<file path="src/rtl/capture_ctrl.sv">
// Acquisition sequencer: arms on command, triggers on a channel A level/slope
// crossing (or timeout), writes a fixed-length word burst to the FIFO, then waits for drain.
module capture_ctrl #(
  parameter int CNT_W        = 10,
  parameter int AUTO_TIMEOUT = 1000000,
  parameter int AUTO_W       = 20
) (
  input  logic             clk,
  input  logic             rst,
  input  logic             arm_i,
  input  logic             abort_i,
  input  logic             mode_cont_i,
  input  logic             mode_auto_i,
  input  logic             trig_slope_i,
  input  logic [13:0]      trig_level_i,
  input  logic [CNT_W-1:0] capture_len_i,
  input  logic             adc_valid_i,
  input  logic [31:0]      adc_data_i,
  input  logic             fifo_full_i,
  input  logic             fifo_empty_i,
  output logic             fifo_wr_en_o,
  output logic [31:0]      fifo_din_o,
  output logic             busy_o,
  output logic             armed_o,
  output logic             trig_forced_o,
  output logic             overflow_o,
  output logic             done_o
);

  typedef enum logic [1:0] {S_IDLE, S_ARMED, S_CAPTURE, S_DRAIN} state_t;

  state_t             state_q, state_d;
  logic [CNT_W-1:0]   len_q, len_d;
  logic [13:0]        level_q, level_d;
  logic               slope_q, slope_d;
  logic [13:0]        prev_q, prev_d;
  logic               prev_valid_q, prev_valid_d;
  logic [AUTO_W-1:0]  auto_cnt_q, auto_cnt_d;
  logic [CNT_W:0]     word_cnt_q, word_cnt_d;
  logic [1:0]         wait_q, wait_d;
  logic               wr_en_q, wr_en_d;
  logic [31:0]        din_q, din_d;
  logic               forced_q, forced_d;
  logic               ovf_q, ovf_d;
  logic               done_q, done_d;

  logic [13:0]    cur;
  logic           trig_hit;
  logic [CNT_W:0] target;
  logic [CNT_W:0] word_inc;
  logic           take_word;
  logic           do_arm;

  assign cur      = adc_data_i[13:0];
  assign trig_hit = prev_valid_q && (slope_q ? (prev_q > level_q && cur <= level_q)
                                             : (prev_q < level_q && cur >= level_q));
  // A latched length of zero means the full 2^CNT_W window.
  assign target   = (len_q == '0) ? {1'b1, {CNT_W{1'b0}}} : {1'b0, len_q};
  assign word_inc = word_cnt_q + 1'b1;

  always_comb begin
    // NOTE: every variable gets a default before the case so no path leaves it unassigned (no latches).
    state_d      = state_q;
    len_d        = len_q;
    level_d      = level_q;
    slope_d      = slope_q;
    prev_d       = prev_q;
    prev_valid_d = prev_valid_q;
    auto_cnt_d   = auto_cnt_q;
    word_cnt_d   = word_cnt_q;
    wait_d       = wait_q;
    wr_en_d      = 1'b0;
    din_d        = din_q;
    forced_d     = forced_q;
    ovf_d        = ovf_q;
    done_d       = 1'b0;
    take_word    = 1'b0;
    do_arm       = 1'b0;

    if (abort_i) begin
      state_d = S_IDLE;
    end else begin
      case (state_q)
        S_IDLE: if (arm_i) do_arm = 1'b1;
        S_ARMED: begin
          auto_cnt_d = auto_cnt_q + 1'b1;
          if (adc_valid_i) begin
            prev_d       = cur;
            prev_valid_d = 1'b1;
          end
          if (adc_valid_i && trig_hit) begin
            take_word  = 1'b1;
            word_cnt_d = (CNT_W+1)'(1);
            wait_d     = '0;
            state_d    = (target == (CNT_W+1)'(1)) ? S_DRAIN : S_CAPTURE;
          end else if (mode_auto_i && auto_cnt_q == AUTO_W'(AUTO_TIMEOUT - 1)) begin
            word_cnt_d = '0;
            forced_d   = 1'b1;
            state_d    = S_CAPTURE;
          end
        end
        S_CAPTURE: if (adc_valid_i) begin
          take_word  = 1'b1;
          word_cnt_d = word_inc;
          if (word_inc == target) begin
            wait_d  = '0;
            state_d = S_DRAIN;
          end
        end
        S_DRAIN: begin
          // Hold off sampling fifo_empty until the last write's flag update has settled.
          if (wait_q != 2'd2) begin
            wait_d = wait_q + 1'b1;
          end else if (fifo_empty_i) begin
            done_d = 1'b1;
            if (mode_cont_i) do_arm = 1'b1;
            else             state_d = S_IDLE;
          end
        end
        default: state_d = S_IDLE;
      endcase
    end

    if (take_word) begin
      if (!fifo_full_i) begin
        wr_en_d = 1'b1;
        din_d   = adc_data_i;
      end else begin
        ovf_d = 1'b1;
      end
    end

    if (do_arm) begin
      state_d      = S_ARMED;
      len_d        = capture_len_i;
      level_d      = trig_level_i;
      slope_d      = trig_slope_i;
      ovf_d        = 1'b0;
      forced_d     = 1'b0;
      auto_cnt_d   = '0;
      prev_valid_d = 1'b0;
    end
  end

  // NOTE: settings and data registers are reset too, so every output is defined out of reset.
  always_ff @(posedge clk or posedge rst) begin
    if (rst) begin
      state_q      <= S_IDLE;
      len_q        <= '0;
      level_q      <= '0;
      slope_q      <= 1'b0;
      prev_q       <= '0;
      prev_valid_q <= 1'b0;
      auto_cnt_q   <= '0;
      word_cnt_q   <= '0;
      wait_q       <= '0;
      wr_en_q      <= 1'b0;
      din_q        <= '0;
      forced_q     <= 1'b0;
      ovf_q        <= 1'b0;
      done_q       <= 1'b0;
    end else begin
      // NOTE: non-blocking assignments so all registers update together from pre-edge values.
      state_q      <= state_d;
      len_q        <= len_d;
      level_q      <= level_d;
      slope_q      <= slope_d;
      prev_q       <= prev_d;
      prev_valid_q <= prev_valid_d;
      auto_cnt_q   <= auto_cnt_d;
      word_cnt_q   <= word_cnt_d;
      wait_q       <= wait_d;
      wr_en_q      <= wr_en_d;
      din_q        <= din_d;
      forced_q     <= forced_d;
      ovf_q        <= ovf_d;
      done_q       <= done_d;
    end
  end

  assign fifo_wr_en_o  = wr_en_q;
  assign fifo_din_o    = din_q;
  assign busy_o        = (state_q != S_IDLE);
  assign armed_o       = (state_q == S_ARMED);
  assign trig_forced_o = forced_q;
  assign overflow_o    = ovf_q;
  assign done_o        = done_q;

endmodule

</file>
<file path="config.mk">
export PLATFORM = sky130hd
export DESIGN_NAME = capture_ctrl
export DESIGN_NICKNAME = d
export VERILOG_FILES = /design/src/rtl/capture_ctrl.sv
export SDC_FILE = /design/constraint.sdc
export NUM_CORES = 1
export LEC_CHECK = 0
export BUFFER_PORTS_ARGS = -buffer_cell sky130_fd_sc_hd__buf_2
export CORE_MARGIN = 8
export CORE_UTILIZATION = 55
export DETAILED_ROUTE_END_ITERATION = 7
export GPL_TIMING_DRIVEN = 1
export PLACE_DENSITY = 0.79
export SYNTH_ARGS = -nofsm -noshare
export SYNTH_HDL_FRONTEND = slang
export SYNTH_SLANG_ARGS = --single-unit
</file>
<file path="constraint.sdc">
create_clock -name clk -period 4.8 [get_ports clk]
set_clock_uncertainty 0.05 [all_clocks]
set_input_delay 0.72 -clock clk [delete_from_list [all_inputs] [get_ports clk]]
set_output_delay 0.72 -clock clk [all_outputs]
set_load 0.05 [all_outputs]
</file>
; ---- Word level (Yosys, flattened, before mapping)
; Index checks and enable logic that the tools add are counted.
[totals]
reg_bits = 111
inputBits = 66
out_inout_bits = 38
word_cells = 121
[classes]
n_addsub = 3
n_lt_le_gt_ge = 4
eq_ne = 20
muxes = 53
bitwise_logic = 2
reduce_logical = 25
[ops]
columns = op, count
row1 = two-way mux 20 bit, 3
row2 = two-way mux 11 bit, 4
row3 = two-way mux 1 bit, 28
row4 = two-way mux 2 bit, 13
row5 = one-hot mux 11 bit (2 select lines), 1
row6 = adder 20 x 1 -> 20 bit (second input constant), 1
row7 = equality test 20 bit (second input constant), 1
row8 = inequality test 4 bit (second input constant), 5
row9 = >= comparator 14 bit, 1
row10 = > comparator 14 bit, 1
row11 = less-or-equal comparator 14 bit, 1
row12 = < comparator 14 bit, 1
row13 = nonzero test 2 bit, 7
row14 = one-hot mux 2 bit (3 select lines), 2
row15 = adder 11 x 1 -> 11 bit (second input constant), 1
row16 = equality test 11 x 1 -> 1 bit (second input constant), 1
row17 = equality test 11 bit, 1
row18 = logical NOT 10 bit, 1
row19 = inequality test 2 bit (second input constant), 5
row20 = AND reduction 4 bit, 2
row21 = AND reduction 7 bit, 1
row22 = AND reduction 2 bit, 3
row23 = AND reduction 3 bit, 2
row24 = AND reduction 6 bit, 1
row25 = other kinds (12), 20

; ---- Logic depth before layout (Yosys ltp)
; Gate-level depths: netlist (run 1).
[logic_depth]
word_depth = 10
ltp_mapped = 11
mapped_depth_nobuf = 10

; ---- Least setup slack after synthesis (run 1)
; OpenSTA, ideal clock, no wires.
[synth_path]
kind = input to register
startpoint = input adc_data_i[13]
endpoint = register din_q[0], in the netlist fifo_din_o[0]
setup_ns = 0.125
t_arrival_ns = 2.858
t_required_ns = 4.625
slack_ns = 1.767
stages = 10
cell_sequence = ha_1 > nand2_1 > nor4_1 > o31ai_1 > a211o_1 > a32oi_4 > a22o_4 > nand2_4 > buf_6 > mux2_4
[synth_between]
elab_chain_cells = 9
[synth_lines]
columns = element, line_no
row1 = from (decl), 18  ; input logic [31:0] adc_data_i,
row2 = >= comparator 14 bit or less-or-equal comparator 14 bit (tied branches), "56, 55"
row3 = logical AND 1 bit (on tied branches), "56, 55"
row4 = two-way mux 1 bit *, 55  ; assign trig_hit = prev_valid_q && (slope_q ? (prev_q > level_q && cur <= level_q)
row5 = logical AND 1 bit *, 55
row6 = logical AND 1 bit *, 91  ; if (adc_valid_i && trig_hit) begin
row7 = two-way mux 1 bit *, 91
row8 = one-hot mux 1 bit (2 select lines) *, 83  ; case (state_q)
row9 = two-way mux 1 bit *, 80  ; if (abort_i) begin
row10 = AND reduction 2 bit (no line) *, n/a
row11 = to (signal assigned), 174  ; din_q <= din_d;
row12 = to (decl), 42  ; logic [31:0] din_q, din_d;
; Every way passes the cells marked *; elsewhere a longest branch is shown, timed or not.
; A chain may end at the register's enable or synchronous reset.

; ---- Worst setup path in the final report (run 1)
[layout_path]
startpoint = input adc_data_i[13]
endpoint = register din_q[6], in the netlist fifo_din_o[6]
; Same word-level chain as after synthesis.

==> results by group, run 1 <==
Worst setup path
  – CP arrival: 3690 ps
  – Crit path capture type: flip-flop
  – Critical path's largest stage delay: 540 ps
  – Setup CP Type: in2reg
  – Worst path slowest cell: nor4_1
  – Critical Path RT: about 5000 ps
  – Critical Path Source Type: input pin
  – CP Buf/Inv Count: 1
  – Crit-path cells: buf_2 -> ha_1 -> nand2_1 -> nor4_1 -> o31ai_1 -> a211o_1 -> a32oi_4 -> a22o_4 -> nand2_4 -> mux2_1
  – Worst Path Max Fanout: 33
  – Worst path top cell family by delay: compound AO/OA/AOI/OAI gates

Layout
  – Fin cells: around 780
  – P&R area growth vs syn: 13.90%
  – Final net count: between 700 and 800
  – Final core occ: 0.6304
  – Layout cells sized above 1: 0.2842
  – Fill count: about 860
  – ANT cells: 0

Die
  – Starting Density: 0.5535
  – Core area: 10650 µm²
  – Area of the die: about 14000 µm²
  – Num ports: 104
  – Die H: about 120 µm
  – Std-Cell Rows: 38
  – Die extent in x: between 100 and 150 µm

Clock network
  – Sink Count: 111
  – Num CTS Buffers: 9
  – Resize count post-CTS: 0
  – Clk buf depth: 2
  – Setup Fix Bufs, Post-CTS: 0
  – Hold buffers post-CTS: 0
  – CTS tree: built
  – Clk_lat worst skew: 380 ps
  – Worst-path clk slew: about 100 ps
  – CTS root buf: clkbuf_8
  – H-tree levels: 3

Yosys
  – Syn Nets: between 600 and 700
  – Post-Synth XOR/XNOR Area: 0.03715
  – EDFF count, synth: 0
  – Area leader, netlist: dfrtp_1
  – Most frequent cell after synthesis: dfrtp_1
  – Number of distinct library cells after synthesis: 58
  – Synth Area in Adders: 0.07642
  – Largest family of logic cells by synthesized area: simple AND/OR/NAND/NOR gates
  – #FFs+latches synth: about 110
  – Syn Std Cell Area: 5894 µm²
  – Sequential share of the synthesized area: 0.4712
  – Post-synth top area share: 0.4712
  – Top cells by count, synth: dfrtp_1 (111), nand2_1 (56), ha_1 (36)
  – Post-Synth Simple-Gate Area: 0.1399
  – Mean post-synth cell area: 10.90 µm²
  – Synth Area in Compound Gates: 0.1027
  – Ranking of synthesized cells by area: dfrtp_1 (47%), ha_1 (7.6%), mux2_4 (7.4%), mux2_2 (5.2%), nand2_1 (3.6%)
  – Synth warnings: 0
  – Post-synth ARST share: 1.000
  – Mapped Cells: roughly 540
  – Ys flop type: dfrtp_1
  – Multiplexer share of the synthesized area: 0.1363

STA
  – Finish-stage setup viols: 0
  – Setup_tns: 0 ps
  – Slew margin rel.: 0.2605
  – Pins Over Slew Limit: 0
  – Final hold viol count: 0
  – Fmax: around 290 MHz
  – Final worst-path cycle share: 0.7250
  – Unrepaired setup endpoints after global routing: no
  – Worst Tran Pin Value: around 1100 ps
  – Final worst path period need: around 3500 ps

Placed design
  – Post-DP HPWL: 9.818 mm
  – Buffers added on ports: a little over 100
  – GP Congestion: 0.8732
  – Placed cells: about 770

Global route
  – Vias in the first global route: around 4500
  – Total grt overflow: 0
  – Pin count of the biggest net entering global routing: 73
  – First-pass GRT wire length: about 22 mm
  – Initial antenna violation count: 0
  – GR Util All Layers: 0.1888

Power and ir drop
  – Maximum VDD drop: between 150 and 200 µV
  – Leakage power: 3.322 nW
  – PwrDens: between 500 and 600 nW/µm²
  – Total power: between 0.003 and 0.004 W

Min path
  – Hold crit path type: reg2reg

Drt
  – Vias per cell: roughly 5.6
  – DR WL/cell: ~17 µm
  – Via Count: between 4000 and 5000
  – Starting DRT DRC Count: 240
  – Drt pass-1 iters: 4
  – Routed wire length: between 10 and 15 mm
  – DRC: 0
  – Final ANT Viol Nets: 0

Status
  – Status: completed

Run
  – Max-Cap Viols: 0
[flip-flops by register name, summed over array words and instances, names as in the netlist]
name,cells
slope_q,1
wait_q,2
fifo_wr_en_o,1
overflow_o,1
trig_forced_o,1
auto_cnt_q,20
done_o,1
level_q,14
state_q,2
len_q,10
fifo_din_o,32
prev_q,14
word_cnt_q,11
prev_valid_q,1
[cell families after synthesis]
family / after synthesis
AOI/OAI and AO/OA: 91
xor gates and xnor gates: 25
adders and majority gates: 36
buffers and inverters: 50
DFF: 111
muxes: 62
and+or+nand+nor: 166
[power by group]
part / total, W / internal [W] / switching, W / leakage, nW
registers: 0.00137 / 0.00119 / 0.000188 / 1.46
clock network: 0.000583 / 0.000272 / 0.000311 / 0.107
logic: 0.00146 / 0.000585 / 0.000878 / 1.75
total: 0.00342 / 0.00204 / 0.00138 / 3.32
[routing by layer]
metal	routed length, µm	GRT usage	up-vias
met5	0	0	-
met1	5812	0.2421	2173
li1	-	-	2122
met4	196	0.06635	0
met3	744	0.03241	15
met2	6573	0.3161	117
[per-stage QoR]
step           instance area, µm²  worst slack, ps  hold slack (ps)
2_1_floorplan                5894             1099            399.8
3_3_place_gp                 6506             1175            417.0
3_5_place_dp                 6506             1017            426.1
4_1_cts                      6714             1339            449.6
5_1_grt                      6714             1166            466.5
6_report                     6714             1320            442.6
[final cells by class]
type / count / area, µm² / share of cell area
repair buffers: 104 / 523.0 / 0.07790
clock inverters: 4 / 52.55 / 0.007827
inverters: 33 / 126.4 / 0.01882
well taps: 140 / 175.2 / 0.02609
clock buffers: 12 / 155.1 / 0.02311
flip-flops and latches: 111 / 2778 / 0.4137
multi-input cells: 380 / 2904 / 0.4325
[worst register-to-register path: stages (launching register included)]
cell     delay, ps
dfrtp_1        330
inv_1           70
ha_1           300
nand2_1         90
nor4_1         540
o31ai_1        190
a211o_1        370
a32oi_4        380
a22o_4         190
nand2_4        340
mux2_1         470
[final timing paths]
check	start	end	slack (ps)	depth (start not counted)
hold / removal	fifo_din_o[5]	fifo_din_o[5]	440	1
setup / recovery	adc_data_i[13]	fifo_din_o[6]	1320	10
min in group asynchronous	rst	fifo_din_o[24]	490	2
setup reg to reg	level_q[13]	fifo_din_o[6]	1380	10
hold reg to reg	fifo_din_o[5]	fifo_din_o[5]	440	1
max in group asynchronous	rst	level_q[10]	3160	3
[cells in the final DEF, fill, tap and decap left out, types with 13 or more instances in the layout]
| cell | count |
|---|---|
| inv_1 | 32 |
| nand4_1 | 13 |
| nor2_1 | 32 |
| nand2_1 | 56 |
| nand3_1 | 18 |
| buf_2 | 103 |
| o21ai_0 | 33 |
| xnor2_1 | 14 |
| dfrtp_1 | 111 |
| ha_1 | 36 |
| mux2_2 | 27 |
| a21oi_1 | 21 |
| mux2_4 | 29 |
(Power assumes the default switching activity.)
==> inputs of run 2 (changes only) <==
==> constraint.sdc (replaced) <==
create_clock -name clk -period 3.4 [get_ports clk]
set_clock_uncertainty 0.05 [all_clocks]
set_input_delay 0.51 -clock clk [delete_from_list [all_inputs] [get_ports clk]]
set_output_delay 0.51 -clock clk [all_outputs]
set_load 0.05 [all_outputs]
==> run 2 against run 1 <==
Register-to-register slack got worse by 1100 ps. Cell count increased by 0.89%. Combinational power increased by 41%. Via count increased by 0.56%. Utilization increased by 0.69 points. First-iteration DRC count increased by 9.2%. Largest cell class unchanged.
==> results by group, run 2 (synthesis gave the netlist of run 1 again) <==
Clock network
  – Clk_lat worst skew: 390 ps (about the same)
  – CTS tree: built
  – Hold buffers post-CTS: 0 (unchanged)
  – Clk buf depth: 2 (unchanged)
  – Num CTS Buffers: 9 (unchanged)
  – Setup Fix Bufs, Post-CTS: 0 (unchanged)
  – Sink Count: 111 (unchanged)
  – CTS root buf: clkbuf_8
  – Resize count post-CTS: 0 (unchanged)
  – Worst-path clk slew: 120 ps (+20 ps)
  – H-tree levels: 3 (unchanged)

STA
  – Final worst path period need: 3118 ps
  – Final hold viol count: 0 (unchanged)
  – Slew margin rel.: 0.4428 (+0.1823)
  – Fin Hold WS: 198.7 ps (-243.9 ps)
  – Unrepaired setup endpoints after global routing: no
  – Final worst-path cycle share: 0.9172
  – Pins Over Slew Limit: 0 (unchanged)
  – Setup_tns: 0 ps (unchanged)
  – Worst Tran Pin Value: 833.5 ps (-275.8 ps)
  – Finish-stage setup viols: 0 (unchanged)
  – Fmax: between 300 and 400 MHz

Power and ir drop
  – Clk pwr share: 0.173 (+0.002)
  – PwrDens: 711.0 nW/µm² (+40%)
  – Int Pwr: 0.002868 W (+40%)
  – Flop pwr share: 0.401 (about the same)
  – P_sw: 0.001958 W (+42%)
  – Leakage power: 3.350 nW (+0.84%)
  – Combinational share of power: 0.427 (about the same)
  – Sw Share: 0.4057 (+0.003098)
  – Maximum VDD drop: 276.8 µV (+43%)

Placed design
  – Buffers added on ports: 103 (unchanged)
  – GP Congestion: 0.8586 (-1.7%)
  – Post-DP HPWL: 9.665 mm (-1.6%)
  – Placed cell areas: 6578 µm² (+1.1%)

Layout
  – Max FFs per register: 32 (unchanged)
  – Most common cell after layout, fill and taps aside: dfrtp_1
  – P&R area growth vs syn: 15.16%
  – Design area: 6788 µm² (+1.1%)
  – Layout cells sized above 1: 0.2908 (+0.006608)
  – Commonest non-fill, non-tap cells in the layout: dfrtp_1 (111), buf_2 (103), nand2_1 (56)
  – Final net count: 747 (+0.81%)

Drt
  – DR WL/cell: 16.55 µm (-2.7%)
  – DRC: 0 (unchanged)
  – Vias per cell: 5.628 (-0.33%)
  – Final ANT Viol Nets: 0 (unchanged)
  – Routed wire length: 13.09 mm (-1.8%)
  – Drt pass-1 iters: 4 (unchanged)
  – Via Count: 4452 (+0.56%)
  – Starting DRT DRC Count: 262 (+9.2%)

Die
  – Die extent in x: 119.5 µm (unchanged)
  – Core area: 10650 µm² (unchanged)
  – Num ports: 104 (unchanged)
  – Starting Density: 0.5535 (unchanged)
  – Std-Cell Rows: 38 (unchanged)
  – Die H: 119.5 µm (unchanged)
  – Area of the die: 14290 µm² (unchanged)

Worst setup path
  – FF-to-FF Start: level_q[13]
  – Critical path's largest stage delay: 480 ps (-60 ps)
  – Critical Path RT: 3620 ps (-1390 ps)
  – Critical Path Source Type: flip-flop
  – Crit path capture type: flip-flop
  – FF-to-FF End: fifo_din_o[16]
  – Worst path slowest cell: nor4_1
  – Worst Path Max Fanout: 10 (-70%)
  – CP arrival: 3340 ps (-350 ps)
  – Setup CP Type: reg2reg
  – FF-to-FF path depth: 11 (+1)
  – FF-to-FF setup slack: 280 ps (-1100 ps)
  – Crit-path cells: inv_1 -> ha_1 -> nand2_1 -> nor4_1 -> o31ai_1 -> a211o_1 -> a32oi_4 -> a22o_4 -> nand2_4 -> buf_4 -> mux2_4

Run
  – Max-Cap Viols: 0 (unchanged)

Global route
  – Vias in the first global route: 4699 (+3.8%)
  – Total grt overflow: 0 (unchanged)
  – GR Util All Layers: 0.1876 (-0.001165)
  – First-pass GRT wire length: 22.05 mm (-0.68%)
  – Initial antenna violation count: 0 (unchanged)
  – Pin count of the biggest net entering global routing: 112 (+53%)

Min path
  – Hold crit path type: in2async

Status
  – Status: completed
## run 2: cell count changes in the layout (fill, tap and decap cells not counted), moves of 2 or more
cell and delta:
clkinvlp_4 +2, buf_4 +4, buf_12 +2, clkbuf_8 -2
## run 2: cell type report
class | instances | area (µm²)
clock buffers | 10 | 127.6
inverters | 33 | 127.6
fillers | 838 | 3862
repair buffers | 110 | 593.1
clock inverters | 6 | 80.08
well taps | 140 | 175.2
flip-flops and latches | 111 | 2778
multi-input cells | 380 | 2904
diodes | 1 | 2.502
## run 2: worst max-delay path, delay by kind of cell, from the launching register on
family          cells  cell delay (ps)
compound gates      4             1100
fa+ha+maj           1              290
buf+inv             2              260
flops               1              340
mux                 1              310
simple gates        3              640
## run 2: power by group through the flow
stage,clock network [W],logic [W],registers [W]
after global placement,0,0.00198,0.00194
final,0.000833,0.00206,0.00193
after floorplan,0,0.00136,0.00214
after global routing,0.000893,0.00229,0.00198
after detailed placement,0,0.00205,0.00196
after CTS,0.000848,0.00207,0.00193
## run 2: metal layers
metal / global-route usage / routed length, µm / share of wire / vias up
li1: - / - / - / 2125
met1: 0.2305 / 5775 / 0.44 / 2196
met2: 0.3203 / 6369 / 0.49 / 114
met3: 0.03382 / 736 / 0.056 / 17
met4: 0.07650 / 207 / 0.016 / 0
met5: 0 / 0 / 0 / -
## run 2: through the flow
step | power, W | util | std cells | worst slack [ps]
2_1_floorplan | 0.003498 | - | 541 | 577.2
5_1_grt | 0.005165 | 0.6371 | 790 | 6.862
6_report | 0.004826 | 0.6373 | 791 | 281.6
3_5_place_dp | 0.004009 | 0.6176 | 774 | 68.81
3_3_place_gp | 0.003924 | 0.6176 | 774 | 181.2
4_1_cts | 0.004853 | 0.6371 | 790 | 291.7
## run 2: worst max path at each step
stage,from,end,slack [ps],cells after the start
2_1_floorplan,adc_data_i[13],fifo_din_o[0],580,10
3_5_place_dp,adc_data_i[13],fifo_din_o[6],70,11
3_3_place_gp,adc_data_i[13],fifo_din_o[17],180,11
5_1_grt,level_q[13],word_cnt_q[4],7,10
6_report,level_q[13],fifo_din_o[16],280,11
4_1_cts,level_q[13],fifo_din_o[19],290,11
==> inputs of run 3 (changes only) <==
--- a/config.mk
+++ b/config.mk
@@ -8,6 +8,7 @@
 export BUFFER_PORTS_ARGS = -buffer_cell sky130_fd_sc_hd__buf_2
 export CORE_MARGIN = 8
 export CORE_UTILIZATION = 55
+export CTS_BUF_LIST = sky130_fd_sc_hd__clkbuf_8
 export DETAILED_ROUTE_END_ITERATION = 7
 export GPL_TIMING_DRIVEN = 1
 export PLACE_DENSITY = 0.79
==> run 3 against run 2 <==
Routed wire length is essentially flat. Global-route usage stayed put. Cell count unchanged. Utilization is the same. Hold slack worse by 5.5 ps. Largest power group unchanged.
==> results by group, run 3 (synthesis gave the netlist of run 1 again) <==
Drt
  – Routed met2 length: 6.383 mm (+0.22%)
  – Max Used Layer: met4
  – Via Count: 4453 (+0.022%)
  – Routed wire length: 13.08 mm (about the same)
  – Drt pass-1 iters: 4 (unchanged)
  – M1 WL: 5.727 mm (-0.83%)
  – DRC: 0 (unchanged)
  – Final ANT Viol Nets: 0 (unchanged)
  – WL met3: 756 µm (+2.7%)
  – Starting DRT DRC Count: 250 (-4.6%)
  – Vias per cell: 5.630 (about the same)
  – DR WL/cell: 16.53 µm (about the same)

Placed design
  – GP Congestion: 0.8586 (unchanged)
  – Placed cells: 774 (unchanged)
  – Post-DP HPWL: 9.665 mm (unchanged)
  – Setup WS pre-CTS: 68.81 ps (unchanged)
  – Buffers added on ports: 103 (unchanged)

Global route
  – Total grt overflow: 0 (unchanged)
  – First-pass GRT wire length: 22.05 mm (unchanged)
  – Vias in the first global route: 4699 (unchanged)
  – Pin count of the biggest net entering global routing: 112 (unchanged)
  – GR Util All Layers: 0.1876 (unchanged)
  – Initial antenna violation count: 0 (unchanged)

Worst setup path
  – Critical Path RT: 3630 ps (about the same)
  – CP arrival: 3350 ps (about the same)
  – Setup CP Type: reg2reg
  – FF-to-FF path depth: 11 (unchanged)
  – Critical Path Source Type: flip-flop
  – Worst Path Max Fanout: 23 (+13)
  – Crit path capture type: flip-flop

Clock network
  – Hold buffers post-CTS: 0 (unchanged)
  – Worst-path clk slew: 120 ps (about the same)
  – Clk_lat worst skew: 390 ps (about the same)
  – Num CTS Buffers: 9 (unchanged)
  – Setup Fix Bufs, Post-CTS: 0 (unchanged)
  – Sink Count: 111 (unchanged)
  – CTS tree: built
  – Resize count post-CTS: 0 (unchanged)
  – CTS root buf: clkbuf_8
  – Clk buf depth: 2 (unchanged)
  – H-tree levels: 3 (unchanged)

STA
  – Final worst-path cycle share: 0.9180 (about the same)
  – Final worst path period need: 3121 ps (+2.849 ps)
  – Pins Over Slew Limit: 0 (unchanged)
  – Slew margin rel.: 0.4423 (-0.0004660)
  – Unrepaired setup endpoints after global routing: no
  – Worst Tran Pin Value: 834.2 ps (+0.6971 ps)
  – Fmax: 320.4 MHz (about the same)
  – Setup ws final: 278.7 ps (-2.849 ps)
  – Finish-stage setup viols: 0 (unchanged)
  – Final hold viol count: 0 (unchanged)
  – Setup_tns: 0 ps (unchanged)

Power and ir drop
  – Leakage power: 3.354 nW (+0.12%)
  – PwrDens: 710.2 nW/µm² (-0.11%)
  – Maximum VDD drop: 277.0 µV (about the same)

Die
  – Starting Density: 0.5535 (unchanged)
  – Num ports: 104 (unchanged)
  – Die extent in x: 119.5 µm (unchanged)
  – Core area: 10650 µm² (unchanged)
  – Die H: 119.5 µm (unchanged)
  – Std-Cell Rows: 38 (unchanged)
  – Area of the die: 14290 µm² (unchanged)

Status
  – Status: completed

Layout
  – Max FFs per register: 32 (unchanged)
  – Most common cell after layout, fill and taps aside: dfrtp_1
  – Fill count: 838 (unchanged)
  – Commonest non-fill, non-tap cells in the layout: dfrtp_1 (111), buf_2 (103), nand2_1 (56)
  – Layout cells sized above 1: 0.2908 (unchanged)
  – Fin cells: 791 (unchanged)
  – Final core occ: 0.6373 (unchanged)
  – P&R area growth vs syn: 15.16% (unchanged)
  – Final net count: 747 (unchanged)

Run
  – Max-Cap Viols: 0 (unchanged)

Min path
  – Hold crit path type: in2async
[run 3: changes by cell type in the layout (fill, tap and decap cells not counted), sizes merged]
cell / delta
clkbuf: -1
inv: +1
[run 3: cell type report]
class                           instances  area (µm²)  share of cell area
Clock inverter                          7       83.83             0.01235
Antenna cell                            1       2.502           0.0003687
Sequential cell                       111        2778              0.4092
Inverter                               33       127.6             0.01880
Clock buffer                            9       123.9             0.01825
Multi-Input combinational cell        380        2904              0.4278
Timing Repair Buffer                  110       593.1             0.08737
Tap cell                              140       175.2             0.02581
[run 3: per-stage QoR]
| stage | total power, W | cell area [µm²] | hold WS [ps] |
|---|---|---|---|
| after floorplan | 0.003498 | 5898 | 399.8 |
| after global placement | 0.003924 | 6578 | 418.5 |
| after detailed placement | 0.004009 | 6578 | 421.2 |
| after CTS | 0.004850 | 6785 | 252.1 |
| after global routing | 0.005162 | 6785 | 269.1 |
| final | 0.004821 | 6788 | 193.3 |
[run 3: routing by layer]
layer  track usage  vias to the layer above
met5             0                        -
met4       0.07650                        0
met2        0.3203                      118
met1        0.2305                     2191
met3       0.03382                       17
li1              -                     2127
[run 3: critical path, stage by stage, from the launching register on]
cell and delay, ps:
dfrtp_1 340, inv_1 60, ha_1 290, nand2_1 90, nor4_1 480, o31ai_1 180, a211o_1 350, a32oi_4 380
a22o_4 190, nand2_4 70, buf_12 170, mux2_1 340
[run 3: worst paths after layout]
path / to / slack [ps] / startpoint
max reg2reg: fifo_din_o[6] / 280 / level_q[13]
min reg2reg: prev_q[0] / 440 / prev_q[0]
max in group asynchronous: len_q[3] / 2590 / rst
min in group clk: level_q[7] / 270 / trig_level_i[7]
max: fifo_din_o[6] / 280 / level_q[13]
min: fifo_din_o[17] / 190 / rst
[run 3: power by group]
part | total [W] | switching (W) | internal (W)
sequential | 0.00194 | 0.000261 | 0.00167
combinational | 0.00206 | 0.00122 | 0.000842
clock | 0.000828 | 0.000479 | 0.000350
